### config.mk
export PLATFORM = sky130hd
export DESIGN_NAME = hazard_scoreboard
export DESIGN_NICKNAME = d
export VERILOG_FILES = /design/src/rtl/hazard_scoreboard.sv
export SDC_FILE = /design/constraint.sdc
export NUM_CORES = 1
export LEC_CHECK = 0
export ABC_AREA = 1
export ABC_CLOCK_PERIOD_IN_PS = 2750
export BUFFER_PORTS_ARGS = -buffer_cell sky130_fd_sc_hd__buf_2
export CAP_MARGIN = 30
export CORE_MARGIN = 1.5
export CORE_UTILIZATION = 43
export CTS_CLUSTER_SIZE = 10
export DETAILED_ROUTE_END_ITERATION = 6
export GPL_TIMING_DRIVEN = 0
export PLACE_DENSITY_LB_ADDON = 0.05
export SETUP_SLACK_MARGIN = 0.15
export SLEW_MARGIN = 10
export SYNTH_ARGS = -nofsm -noshare
export SYNTH_HDL_FRONTEND = slang
export SYNTH_SLANG_ARGS = --single-unit
### constraint.sdc
create_clock -name clk -period 2.75 [get_ports clk]
set_clock_uncertainty 0.05 [all_clocks]
set_input_delay 0.55 -clock clk [delete_from_list [all_inputs] [get_ports clk]]
set_output_delay 0.55 -clock clk [all_outputs]
set_load 0.05 [all_outputs]
### src/rtl/hazard_scoreboard.sv
// hazard_scoreboard: Tuse/Tnew based stall and forward controller for the
// pipelined MIPS core. A small shadow pipeline records the destination and
// remaining Tnew of each instruction past D. The D-stage sources are matched
// against it to decide whether to stall and where to forward from. A
// down-counter tracks how long the HI/LO multiply/divide unit stays busy.
module hazard_scoreboard #(
    parameter int REG_W    = 5,
    parameter int STAGES   = 3,
    parameter int TW       = 2,
    parameter int MULT_LAT = 5,
    parameter int DIV_LAT  = 10,
    parameter int SEL_W    = 2
) (
    input  logic             clk,
    input  logic             reset,
    input  logic             d_valid,
    input  logic [REG_W-1:0] d_rs,
    input  logic [REG_W-1:0] d_rt,
    input  logic [TW-1:0]    d_tuse_rs,
    input  logic [TW-1:0]    d_tuse_rt,
    input  logic [REG_W-1:0] d_wr_addr,
    input  logic [TW-1:0]    d_tnew,
    input  logic             d_md_start,
    input  logic             d_md_div,
    input  logic             d_md_use,
    input  logic             flush,
    output logic             stall,
    output logic [SEL_W-1:0] fwd_rs_sel,
    output logic [SEL_W-1:0] fwd_rt_sel,
    output logic             md_busy
);

    localparam int MAX_LAT = (DIV_LAT > MULT_LAT) ? DIV_LAT : MULT_LAT;
    localparam int CNT_W   = $clog2(MAX_LAT + 1);
    localparam logic [TW-1:0] TUSE_NONE = '1;

    // Shadow pipeline: index 1 is E, STAGES is the oldest tracked stage.
    logic [STAGES:1] valid_q, valid_d;
    logic [REG_W-1:0] addr_q [1:STAGES];
    logic [REG_W-1:0] addr_d [1:STAGES];
    logic [TW-1:0]    tnew_q [1:STAGES];
    logic [TW-1:0]    tnew_d [1:STAGES];

    logic [CNT_W-1:0] md_cnt_q, md_cnt_d;

    logic             rs_hit, rt_hit;
    logic [TW-1:0]    rs_tnew, rt_tnew;
    logic [SEL_W-1:0] rs_stage, rt_stage;
    logic             stall_rs, stall_rt, stall_md, hz_stall, accept;
    logic [SEL_W-1:0] rs_sel, rt_sel;

    // Find the youngest matching entry per source; scanning from the oldest
    // stage down lets the youngest match overwrite any older one.
    always_comb begin
        rs_hit   = 1'b0;
        rt_hit   = 1'b0;
        rs_tnew  = '0;
        rt_tnew  = '0;
        rs_stage = '0;
        rt_stage = '0;
        for (int k = STAGES; k >= 1; k--) begin
            if (valid_q[k] && (addr_q[k] == d_rs) && (d_rs != '0) &&
                (d_tuse_rs != TUSE_NONE)) begin
                rs_hit   = 1'b1;
                rs_tnew  = tnew_q[k];
                rs_stage = SEL_W'(k);
            end
            if (valid_q[k] && (addr_q[k] == d_rt) && (d_rt != '0) &&
                (d_tuse_rt != TUSE_NONE)) begin
                rt_hit   = 1'b1;
                rt_tnew  = tnew_q[k];
                rt_stage = SEL_W'(k);
            end
        end
    end

    // Turn the matches into stall causes and forward selects.
    always_comb begin
        stall_rs = rs_hit && (rs_tnew > d_tuse_rs);
        stall_rt = rt_hit && (rt_tnew > d_tuse_rt);
        stall_md = d_valid && (d_md_start || d_md_use) && (md_cnt_q != '0);
        hz_stall = d_valid && (stall_rs || stall_rt || stall_md);
        accept   = d_valid && !hz_stall;
        rs_sel   = (rs_hit && (rs_tnew == '0)) ? rs_stage : '0;
        rt_sel   = (rt_hit && (rt_tnew == '0)) ? rt_stage : '0;
    end

    // Outputs are forced quiet while reset is held, whatever the inputs.
    always_comb begin
        stall      = !reset && hz_stall;
        fwd_rs_sel = reset ? '0 : rs_sel;
        fwd_rt_sel = reset ? '0 : rt_sel;
        md_busy    = !reset && (md_cnt_q != '0);
    end

    // Next state: shift the shadow pipeline, age Tnew, load or bubble E,
    // apply flush, and run the HI/LO busy counter (flush leaves it alone).
    always_comb begin
        valid_d[1] = accept;
        addr_d[1]  = d_wr_addr;
        tnew_d[1]  = d_tnew;
        for (int k = 2; k <= STAGES; k++) begin
            valid_d[k] = valid_q[k-1];
            addr_d[k]  = addr_q[k-1];
            tnew_d[k]  = (tnew_q[k-1] != '0) ? (tnew_q[k-1] - TW'(1)) : '0;
        end
        if (flush) begin
            valid_d = '0;
        end

        md_cnt_d = md_cnt_q;
        if (accept && d_md_start) begin
            md_cnt_d = d_md_div ? CNT_W'(DIV_LAT) : CNT_W'(MULT_LAT);
        end else if (md_cnt_q != '0) begin
            md_cnt_d = md_cnt_q - CNT_W'(1);
        end
    end

    // State registers with synchronous reset discarding all in-flight state.
    always_ff @(posedge clk) begin
        if (reset) begin
            valid_q  <= '0;
            md_cnt_q <= '0;
            for (int k = 1; k <= STAGES; k++) begin
                addr_q[k] <= '0;
                tnew_q[k] <= '0;
            end
        end else begin
            valid_q  <= valid_d;
            md_cnt_q <= md_cnt_d;
            for (int k = 1; k <= STAGES; k++) begin
                addr_q[k] <= addr_d[k];
                tnew_q[k] <= tnew_d[k];
            end
        end
    end

endmodule

==> results by stage <==
Setup path:
- The arrival time reported for the critical path endpoint is 2.54 ns.
- The number of cells on the worst reg-to-reg path is 20.
- The worst flop-to-flop path endpoint is md_cnt_q[1]$_SDFFE_PP0P_.
- The critical path goes through buf_4 -> nand2_1 -> nand4_1 -> nor2_1 -> nand2_2 -> buf_4 -> o221ai_2 -> o21ai_2 -> inv_1 -> ha_4 -> a21oi_2 -> a21oi_2 -> nand2_2 -> nand3_4 -> nand3_4 -> clkinvlp_4 -> buf_8.
- The critical path start-end classification is primary input to output pin.
- The largest individual stage delay along the critical path comes from the cell ha_4.
- The critical path startpoint category is a primary input.
- The top cell family by delay on the critical path is simple AND/OR/NAND/NOR gates.
- The worst stage delay on the critical path is 0.21 ns.
- The number of buffer and inverter instances along the worst setup path is 5.
- The slack of the worst reg-to-reg path is 0.15 ns.
- STA puts the critical path data required time at 2.15 ns.
- The endpoint kind of the worst setup timing path is an output pin.
- Along the worst path, the maximum fanout reaches 5.
- The critical path runs through a total of 17 cells.
- The startpoint identified for the worst register-to-register timing path is addr_q[0][11]$_SDFF_PP0_.

Final layout:
- The post-route non-filler standard cell count is 380.
- The area added between synthesis and finish is 43.1%.
- With fillers left out, the area of the finished cells amounts to between 2000 and 3000 um^2.
- Of the cells placed in the final design, the portion with a size suffix greater than 1 is 37.9%.
- The number of antenna repair diodes is 0.
- The net count of the finished layout is 366.
- The top cell types in the final layout, fill and taps aside, are nand2_1, inv_1, nor2_1, dfxtp_1, buf_4.
- The library cell used most frequently in the layout, excluding fill and tap cells, is nand2_1.

Run status:
- The run finished, with violations left.
- The checks that failed: setup timing.

Power:
- IR analysis of the VDD net gives a maximum drop of between 0.3 and 0.4 mV.
- For this design the ratio of total power to cell area is 466 nW/um^2.
- The leakage dissipation is 1.23 nW.

Floorplan:
- Once the floorplan was initialized, standard cells occupied approximately 45% of the core.
- The die is between 60 and 70 um wide.
- The area of the placeable core is ~4000 um^2.
- The floorplan die area is 4520 um^2.
- The total number of placement rows is 23.
- The die span in y is 67.3 um.
- The total I/O pin count is 34.

STA:
- The minimum clock period is 3.14 ns.
- The final period utilization is 114%.
- Setup violations remaining at the end of the flow were counted as 1.
- The count of final max-slew check failures is 0.
- The worst relative slew slack is 68.4%.
- Based on the critical path, the design can be clocked at up to roughly 320 MHz.
- The final worst setup slack is -0.390 ns.
- The number of hold violations in the final report is 0.
- Setup repair after global routing could not meet its margin everywhere.
- For the pin with the worst max-slew slack, the measured transition is 0.474 ns.
- The worst hold margin is 0.377 ns.

Route:
- The uppermost layer routed is met4.
- In the routed layout, each cell is associated on average with a via count of 4.71.
- The met3 layer wire length in the routed design is 200 um.
- For this block, wires on met1 add up to 2.01 mm.
- After detailed routing, the average wire length per cell comes to around 11 um.
- The number of vias in the routed layout is 1790.
- The met2 wire length is between 1.5 and 2 mm.
- In the routed design, unresolved DRC markers number 0.
- The pre-antenna-repair detailed-routing pass consisted of 4 iterations.
- The total wirelength of the detailed-routed design is 4.24 mm.
- The remaining antenna violation count after routing is 0.
- The number of DRC markers after the initial detailed-route iteration is 85.

Hold path:
- The startpoint of the lowest-slack hold path is tnew_q[0][4]$_SDFF_PP0_.
- The worst hold path terminates at tnew_q[0][6]$_SDFF_PP0_.
- The worst hold path belongs to the class register to register.
- Along the worst hold path, the cell count comes to 1.

Global route:
- The via count of the first global-routing pass is 1538.
- The number of antenna violations at the first check in global routing is 0.
- After global routing the overflow that remains totals 0.
- The wire length of the first global-routing pass is 6.47 mm.
- The pin count of the biggest net entering global routing is 17.
- Global routing used 19.1% of the available tracks across all layers.

Yosys:
- The library cell with the largest summed area after synthesis is dfxtp_1.
- The number of synthesis warnings is 0.
- Synthesis produced a netlist whose cell count is 275.
- The number of register bits inferred by synthesis is 28.
- Summed over its instances, the top area cell type makes up 31.6% of the synthesized netlist area.
- Sorting the synthesized cells by area gives the leading types as dfxtp_1, nand2_1, inv_1.
- The number of nets handed over by synthesis was 310.
- After synthesis the cells add up to 1780 um^2.
- The average cell area after synthesis is between 6 and 7 um^2.
- Counting distinct cell types in the post-synthesis netlist gives 23.
- After synthesis, flip-flops and latches occupy 31.6% of the total area.

Clock tree:
- The master cell of the clock root buffer is clkbuf_8.
- After clock tree synthesis, the clock-pin slew on the worst setup and hold paths is 0.10 ns.
- The H-tree depth is 1.
- TritonCTS built the clock tree.
- The tree built by TritonCTS fans out to 28 sinks.
- The CTS buffer count is 3.
- After clock tree synthesis, the flow added hold-fix buffers numbering 0.
- The maximum root-to-sink buffer count is 2.
- At the later pin of the worst-skew pair, clock insertion delay measures 0.28 ns.

Placement:
- Detailed placement ended at an HPWL of between 3 and 4 mm.
- The number of placed instances with taps included is 357.
- Timing analysis after detailed placement gives a worst setup slack of -0.594 ns.
- The post-placement cell area is about 2000 um^2.
- During placement, the flow inserted port buffers numbering 32.
- Routability-driven placement finished with a final weighted congestion of between 0.8 and 0.9.

Run:
- The count of maximum capacitance violations is 0.
-- stage by stage --
step	setup TNS [ns]	power, W	util, %
3_3_place_gp	-0.754	0.000802	50.6
2_1_floorplan	-0.125	0.000725	-
3_5_place_dp	-0.978	0.000806	50.6
6_report	-0.390	0.00118	64.0
4_1_cts	-0.362	0.00117	58.8
5_1_grt	-0.756	0.00126	64.0
-- Yosys cell counts --
master	instances
nor3_1	5
xnor2_1	15
nor2_1	47
o21ai_0	4
clkbuf_1	1
inv_2	5
o211ai_1	4
or2_2	2
nand3_1	10
nand2_1	63
or2_0	1
o221ai_1	1
nand4_1	7
dfxtp_1	28
nor2_2	3
nand2_2	6
inv_1	49
buf_6	2
xor2_1	3
o21ai_1	1
a21oi_1	8
nand3_2	3
ha_1	7
-- worst register-to-register path: cells and delay by family, from the launching register on --
kind	cells	cell delay, ns
AND/OR/NAND/NOR	11	1.04
buffers and inverters	4	0.45
AO/OA/AOI/OAI	4	0.45
flip-flops	1	0.36
adder cells (fa/ha/maj)	1	0.21
-- final cells by class --
class	count	area, um^2
flip-flops and latches	28	567
well taps	50	62.6
clock buffers	3	41.3
fillers	358	1430
clock inverters	1	30.0
multi-input cells	190	1180
inverters	54	214
plain buffers	3	26.3
repair buffers	51	420
-- power breakdown --
group          leakage, nW  switching, W  internal (W)  total, W
combinational        0.964      0.000221      0.000170  0.000391
clock               0.0357      0.000131      0.000195  0.000326
sequential           0.232     0.0000231      0.000443  0.000466
-- worst max-delay path by stage --
stage                     endpoint  slack (ns)          from
after floorplan              stall       -0.13       d_rs[2]
after global placement       stall       -0.55       d_rt[4]
final                        stall       -0.39       d_rs[1]
after global routing         stall       -0.56  d_tuse_rt[1]
after CTS                    stall       -0.36  d_tuse_rt[1]
after detailed placement     stall       -0.59       d_rt[4]
-- timing repair --
action,4_1_cts,5_1_grt
endpoints found under the setup margin,3,9
setup buffers,11,8
resized for setup,50,46
pin swaps,29,26
-- layer usage --
metal,GRT usage [%],up-vias
met5,0,-
met4,5.36,0
met3,2.50,6
met2,31.2,45
met1,26.2,783
li1,-,956
-- logic make-up (layout without fill, tap and decap cells) --
| group | Yosys count | after routing | share of synthesized area, % |
|---|---|---|---|
| buf+inv | 57 | 112 | 12.9 |
| compound gates | 18 | 18 | 5.85 |
| fa+ha+maj | 7 | 7 | 4.93 |
| xor+xnor | 18 | 18 | 8.88 |
| simple gates | 147 | 147 | 35.9 |
| flops | 28 | 28 | 31.6 |
-- state kept, by name (all words and copies together), names as in the netlist --
name	flops
tnew_q	6
md_cnt_q	4
addr_q	15
valid_q	3
Power figures use the tool's default switching activity.
